**src/rtl/spi_word_queue.sv**
```systemverilog
// spi_word_queue: FIFO of 32-bit words issued one at a time to an SPI
// serializer through its wr/data strobe interface. The serializer has no
// ready output, so issues are paced by watching its chip-select line.
//
// Ports:
//   clk_i, rst_n         clock, synchronous active-low reset
//   wr_i, data_i         push strobe and word
//   flush_i              clears queue contents and sticky flags
//   full_o, empty_o      queue status (registered)
//   level_o              words currently queued (registered)
//   overflow_o           sticky: push attempted while full
//   timeout_o            sticky: serializer cs did not fall after an issue
//   ser_wr_o, ser_data_o issue strobe and word to the serializer
//   ser_cs_i             serializer chip-select feedback (active low)
module spi_word_queue #(
    parameter int unsigned DEPTH         = 8,
    parameter int unsigned GAP_CYCLES    = 4,
    parameter int unsigned START_TIMEOUT = 64
) (
    input  logic                    clk_i,
    input  logic                    rst_n,
    input  logic                    wr_i,
    input  logic [31:0]             data_i,
    input  logic                    flush_i,
    output logic                    full_o,
    output logic                    empty_o,
    output logic [$clog2(DEPTH):0]  level_o,
    output logic                    overflow_o,
    output logic                    timeout_o,
    output logic                    ser_wr_o,
    output logic [31:0]             ser_data_o,
    input  logic                    ser_cs_i
);

    localparam int unsigned WORD_W = 32;
    localparam int unsigned PTR_W  = $clog2(DEPTH);
    localparam int unsigned CNT_W  = PTR_W + 1;
    localparam int unsigned TMO_W  = $clog2(START_TIMEOUT + 1);
    localparam int unsigned GAP_W  = $clog2(GAP_CYCLES + 1);

    typedef enum logic [1:0] {
        ST_IDLE,
        ST_START,
        ST_BUSY,
        ST_GAP
    } state_t;

    state_t             state_q, state_d;
    logic [TMO_W-1:0]   timer_q, timer_d, timer_inc;
    logic [GAP_W-1:0]   gap_q, gap_d, gap_inc;
    logic [PTR_W-1:0]   wr_ptr_q, rd_ptr_q;
    logic [CNT_W-1:0]   count_q, count_d;
    logic [WORD_W-1:0]  mem [DEPTH];
    logic               issue;
    logic               tmo_set;
    logic               push;

    // Push qualification uses the registered full flag, so a same-cycle pop
    // never frees a slot for a push into a full queue.
    assign push      = wr_i && !full_o && !flush_i;
    assign timer_inc = timer_q + TMO_W'(1);
    assign gap_inc   = gap_q + GAP_W'(1);

    // Issue pacing FSM: next state, issue/pop and timeout decisions
    always_comb begin
        state_d = state_q;
        timer_d = timer_q;
        gap_d   = gap_q;
        issue   = 1'b0;
        tmo_set = 1'b0;
        case (state_q)
            ST_IDLE: begin
                // Flush wins over an issue in the same cycle
                if (count_q != CNT_W'(0) && ser_cs_i && !flush_i) begin
                    issue   = 1'b1;
                    timer_d = '0;
                    state_d = ST_START;
                end
            end
            ST_START: begin
                if (!ser_cs_i) begin
                    state_d = ST_BUSY;
                end else begin
                    timer_d = timer_inc;
                    if (timer_inc == TMO_W'(START_TIMEOUT)) begin
                        tmo_set = 1'b1;
                        gap_d   = '0;
                        state_d = ST_GAP;
                    end
                end
            end
            ST_BUSY: begin
                if (ser_cs_i) begin
                    gap_d   = '0;
                    state_d = ST_GAP;
                end
            end
            ST_GAP: begin
                gap_d = gap_inc;
                if (gap_inc == GAP_W'(GAP_CYCLES)) begin
                    state_d = ST_IDLE;
                end
            end
            default: begin
                state_d = ST_IDLE;
            end
        endcase
    end

    // Occupancy update
    always_comb begin
        count_d = count_q;
        if (flush_i) begin
            count_d = '0;
        end else if (push && !issue) begin
            count_d = count_q + CNT_W'(1);
        end else if (!push && issue) begin
            count_d = count_q - CNT_W'(1);
        end
    end

    // Word storage; contents are don't-care outside the pointer window
    always_ff @(posedge clk_i) begin
        if (rst_n && push) begin
            mem[wr_ptr_q] <= data_i;
        end
    end

    // State, pointers, flags and registered outputs
    always_ff @(posedge clk_i) begin
        if (!rst_n) begin
            state_q    <= ST_IDLE;
            timer_q    <= '0;
            gap_q      <= '0;
            wr_ptr_q   <= '0;
            rd_ptr_q   <= '0;
            count_q    <= '0;
            full_o     <= 1'b0;
            empty_o    <= 1'b1;
            level_o    <= '0;
            overflow_o <= 1'b0;
            timeout_o  <= 1'b0;
            ser_wr_o   <= 1'b0;
            ser_data_o <= '0;
        end else begin
            state_q  <= state_d;
            timer_q  <= timer_d;
            gap_q    <= gap_d;
            count_q  <= count_d;
            full_o   <= (count_d == CNT_W'(DEPTH));
            empty_o  <= (count_d == CNT_W'(0));
            level_o  <= count_d;
            ser_wr_o <= issue;
            if (issue) begin
                ser_data_o <= mem[rd_ptr_q];
            end
            if (flush_i) begin
                wr_ptr_q   <= '0;
                rd_ptr_q   <= '0;
                overflow_o <= 1'b0;
                timeout_o  <= 1'b0;
            end else begin
                if (push) begin
                    wr_ptr_q <= wr_ptr_q + PTR_W'(1);
                end
                if (issue) begin
                    rd_ptr_q <= rd_ptr_q + PTR_W'(1);
                end
                if (wr_i && full_o) begin
                    overflow_o <= 1'b1;
                end
                if (tmo_set) begin
                    timeout_o <= 1'b1;
                end
            end
        end
    end

endmodule

```
**config.mk**
```make
export PLATFORM = sky130hd
export DESIGN_NAME = spi_word_queue
export DESIGN_NICKNAME = d
export VERILOG_FILES = /design/src/rtl/spi_word_queue.sv
export SDC_FILE = /design/constraint.sdc
export NUM_CORES = 1
export LEC_CHECK = 0
export CAP_MARGIN = 25
export CELL_PAD_IN_SITES_DETAIL_PLACEMENT = 0
export CELL_PAD_IN_SITES_GLOBAL_PLACEMENT = 2
export CORE_MARGIN = 1
export CORE_UTILIZATION = 35
export CTS_BUF_LIST = sky130_fd_sc_hd__clkbuf_16
export CTS_CLUSTER_DIAMETER = 30
export DETAILED_ROUTE_END_ITERATION = 8
export DONT_BUFFER_PORTS = 1
export PLACE_DENSITY = 0.71
export SETUP_SLACK_MARGIN = 0.2
export SKIP_LAST_GASP = 1
export SYNTH_ARGS = -nofsm -noshare
export SYNTH_HDL_FRONTEND = slang
export SYNTH_SLANG_ARGS = --single-unit
```
**constraint.sdc**
```tcl
create_clock -name clk_i -period 9.97 [get_ports clk_i]
set_input_delay 1.4955 -clock clk_i [delete_from_list [all_inputs] [get_ports clk_i]]
set_output_delay 1.4955 -clock clk_i [all_outputs]
set_load 0.01 [all_outputs]
```
; Yosys cells after proc, flatten, opt, wreduce, memory -nomap -nowiden
; Memory sizes are Yosys's and may differ from the RTL's. A register that Yosys moved wholly into a read port is not among the register bits.
; Index checks and enable logic that the tools add are counted.
[op_classes]
n_addsub = 6
n_eq_ne = 12
n_mux = 23
bitwise = 1
reduce_logical = 22
[op_table]
columns = cell, count
row1 = two-way mux 7 bit, 2
row2 = case mux 7 bit (2 select lines), 1
row3 = two-way mux 4 bit, 3
row4 = two-way mux 2 bit, 5
row5 = != test 2 bit (second input constant), 5
row6 = adder 3 x 1 -> 3 bit (second input constant), 3
row7 = two-way mux 3 bit, 3
row8 = case mux 3 bit (3 select lines), 1
row9 = logical AND 1 bit, 8
row10 = case mux 2 bit (4 select lines), 1
row11 = AND reduction 4 bit, 2
row12 = adder 7 x 1 -> 7 bit (second input constant), 1
row13 = equality test 7 bit (second input constant), 1
row14 = two-way mux 1 bit, 7
row15 = zero test 1 bit, 5
row16 = adder 4 x 1 -> 4 bit (second input constant), 1
row17 = equality test 2 bit (second input constant), 2
row18 = equality test 4 bit (second input constant), 1
row19 = zero test 4 bit, 1
row20 = nonzero test 4 bit, 1
row21 = subtractor 4 x 1 -> 4 bit (second input constant), 1
row22 = equality test 3 bit (second input constant), 1
row23 = != test 3 bit (second input constant), 1
row24 = AND reduction 3 bit, 1
row25 = 6 further kinds, 6
[word_totals]
regBits = 27
ram_bits = 256
inputBits = 37
output_inout_bits = 41
word_cells = 76
n_memories = 1
[mem_list]
columns = name, words, width, rd, rd_ports_with_merged_regs, write_ports, line
row1 = mem, 8, 32, 1, 1, 1, 53  ; logic [WORD_W-1:0] mem [DEPTH];

; Depth between registers and ports, before layout
[logic_depth]
depth_word = 10
ltp_mapped = 9
mapped_depth_nobuf = 7

; Worst setup path before layout
; Ideal clock, no wire load.
[synth_timing]
path_type = input to register
start = input flush_i
end = memory mem[0][0], enable pin
setup_time_ns = 0.461
arrival_time_ns = 4.392
required_ns = 9.509
path_slack_ns = 5.117
cell_stages = 4
path_buffers = 1
path_cell_list = buf_6 -> nand2b_1 -> or3_1 -> nor3_1
[synth_between]
elab_chain_len = 5
[synth_lines]
columns = element, line
row1 = "start, declared", 24  ; input logic flush_i,
row2 = zero test 1 bit, 60  ; assign push = wr_i && !full_o && !flush_i;
row3 = logical AND 1 bit, 60
row4 = logical AND 1 bit, 124  ; if (rst_n && push) begin
row5 = two-way mux 1 bit, 124
row6 = two-way mux 1 bit (implied by the code), 125  ; mem[wr_ptr_q] <= data_i;
row7 = "end, declared", 53
; No other way between the ends.

; Worst setup path in the final report
[layout_timing]
start = input flush_i
end = memory mem[4][12], enable pin
; The elaborated chain is that of the path after synthesis.

==> impl_metrics.ini <==
[sta]
worst_slew_pin_slew_ns = 0.999
timing.hold.ws_ns = 0.495
max-slew-margin-rel_pct = 33.4
hold_violations = 0
maxClockFrequency_mhz = 332
min_period_ns = 3.01
slew_viol_final = 0
fin_setup_tns_ns = 0
finalSetupViolations = 0
rsz0062_at_grt = false
finClkSkew_ns = 0.0255
period_share_pct = 30.2

[yosys]
synth-edff-count = 256
ys_top_cells_by_area = edfxtp_1 (62%), mux4_2 (12%), dfxtp_1 (9.6%)
synth.avg_cell_area_sq_um = 18.4
synthArstFlopShare_pct = 0
yosysSeqAreaShare_pct = 72.0
synthAdderAreaFrac_pct = 1.22
synthMuxAreaShare_pct = 14.7
ys_warn_count = 0
ys_seq_elements = 315
synth_compound_area_share_pct = 5.01
syn-num-nets = 719
synth_top_family_by_area = multiplexers
postSynthCellCount = 670
synth_top_area_cell = edfxtp_1
synthXorXnorAreaFrac_pct = 0.356
synth_cell_types = 56
synth_top_area_share_pct = 62.4
ys.flop_type = edfxtp_1
synth_common_cells = edfxtp_1 (256), mux4_2 (64), dfxtp_1 (59)
synth.most_common_cell = edfxtp_1
netlist_area_sq_mm = 0.0123
synth_simple_gate_area_share_pct = 5.07

[layout]
antennaDiodeCount = 0
drive_gt1_share_pct = 26.5
fin_nets = 757
fin_util_pct = 43.6
area_growth_pct = 22.2

[detailed_routing]
vias = 6115
dr.pass1.iters = 4
wl_per_cell_um = 20.0
ant_nets = 0
first_iter_violations = 308
drt_wl_total_mm = 24.4
drc_errors = 0
routed_via_density = 5.03

[floorplanning]
ios = 78
die-area_sq_mm = 0.0359
die_y_um = 190
die_x_um = 190
core_sq_mm = 0.0345
start_util_pct = 35.6
placementRows = 68

[clock_tree]
cts.sinks = 315
clk_pin_slew_ns = 0.05
ctsHoldBuffers = 0
cts_buffers = 61
cts_post_setup_buffers_inserted = 0
clk_latency_ns = 0.59
cts_max_path_buffers = 3
htreeDepth = 2
cts_tree = yes
clockRootBuffer = clkbuf_16
cts_resized = 0

[setup_path]
r2r_cells = 5
crit_arrival_ns = 3.29
end_kind = flop
critical_path_required_ns = 10.24
reg2reg_from = rd_ptr_q[0]
crit_type = primary input to flop
r2r_slack_ns = 7.30
r2r-end = ser_data_o[17]
critPathLaunchType = primary input
critPathMaxFanout = 17

[grt]
grt_overflow = 0
grt_max_degree = 67
grt_antenna_before_repair = 0
grt_pass1_wl_mm = 38.5
grt_pass1_vias = 6631
track_usage_pct = 14.1

[power_and_ir_drop]
vdd_ir_drop_max_v = 0.000158
p_per_area_mw_per_mm2 = 229
power_leakage_uw = 0.00510

[min_path]
hold_path_depth = 2
hp-start = gap_q[2]
min_to = gap_q[2]
hold_class = flop to flop

[job]
maxCapViolations = 0

[place]
gp_congestion = 0.727
port_buffers = 0
hpwl_mm = 14.7

[outcome]
status = complete, no violations
==> how the worst max path moves through the flow <==
| stage | cells after the start | slack, ns | end | from |
|---|---|---|---|---|
| after global routing | 4 | 6.82 | mem[4][8] | flush_i |
| after global placement | 3 | 6.17 | mem[4][30] | flush_i |
| after CTS | 3 | 6.81 | mem[2][14] | flush_i |
| after floorplan | 4 | 5.12 | mem[0][0] | flush_i |
| final | 4 | 6.96 | mem[4][12] | flush_i |
| after detailed placement | 3 | 6.21 | mem[2][4] | flush_i |
==> state kept, by name (all words and copies together), names as in the netlist <==
signal / count
full_o: 1
wr_ptr_q: 3
timeout_o: 1
count_q: 4
overflow_o: 1
rd_ptr_q: 3
gap_q: 3
empty_o: 1
state_q: 2
ser_data_o: 32
mem: 256
ser_wr_o: 1
timer_q: 7
==> worst max-delay path, cell delays in order <==
cell and delay [ns]:
nand2b_1 0.37, or3_1 0.59, nor2_4 0.56, buf_16 0.25
==> stage by stage <==
stage,area (sq um),setup WS (ns),instances,power [uW]
floorplan,12300,5.12,670,1510
global placement,12800,6.17,1094,1510
detailed placement,12900,6.21,1098,1520
CTS,15000,6.81,1214,3490
global route,15000,6.82,1216,3560
finish,15000,6.96,1216,3450
==> power breakdown <==
| group | internal, uW | switching (uW) | leakage (uW) | total [uW] |
|---|---|---|---|---|
| combinational | 20.4 | 25.3 | 0.00133 | 45.7 |
| clock | 1270 | 688 | 0.000987 | 1960 |
| sequential | 1430 | 9.92 | 0.00279 | 1440 |
==> layout make-up <==
cell class,count,area (sq um)
Clock buffer,62,1550
Clock inverter,54,514
Fill cell,3069,19500
Inverter,8,30.0
Multi-Input combinational cell,311,3300
Sequential cell,315,8880
Tap cell,455,569
Timing Repair Buffer,11,203
==> cell usage in the layout, fill, tap and decap left out, drive strengths merged, types with 2 or more instances in the layout <==
| master | count |
|---|---|
| mux4 | 64 |
| inv | 17 |
| o22ai | 4 |
| bufinv | 5 |
| clkbuf | 62 |
| and3 | 3 |
| nand4 | 2 |
| nand2 | 48 |
| dfxtp | 59 |
| nor3 | 9 |
| nand3b | 6 |
| o21ai | 6 |
| o211a | 33 |
| clkinv | 28 |
| nand3 | 9 |
| xnor2 | 2 |
| mux2i | 35 |
| a211oi | 3 |
| nor2b | 2 |
| o21a | 5 |
| or3b | 4 |
| xor2 | 3 |
| edfxtp | 256 |
| buf | 11 |
| nor2 | 21 |
| ha | 12 |
| nand2b | 6 |
| clkinvlp | 12 |
| nor3b | 4 |
| a21oi | 8 |
| a21boi | 3 |
==> metal layers <==
| layer | part of all wire (%) | routed length, um | track usage [%] | vias up |
|---|---|---|---|---|
| met5 | 0 | 0 | 0 | - |
| met2 | 49 | 11900 | 23.3 | 135 |
| met1 | 43 | 10400 | 17.5 | 3129 |
| met3 | 6.3 | 1530 | 4.33 | 47 |
| met4 | 2.1 | 521 | 5.02 | 0 |
| li1 | - | - | - | 2804 |
==> cells by family (layout without fill, tap and decap cells) <==
family / after synthesis / in the layout
XOR/XNOR: 5 / 5
adder cells (fa/ha/maj): 12 / 12
flip-flops: 315 / 315
AND/OR/NAND/NOR: 121 / 121
buffers and inverters: 44 / 135
AO/OA/AOI/OAI: 73 / 73
multiplexers: 100 / 100
Note: power is estimated with default switching activity, not from simulation.
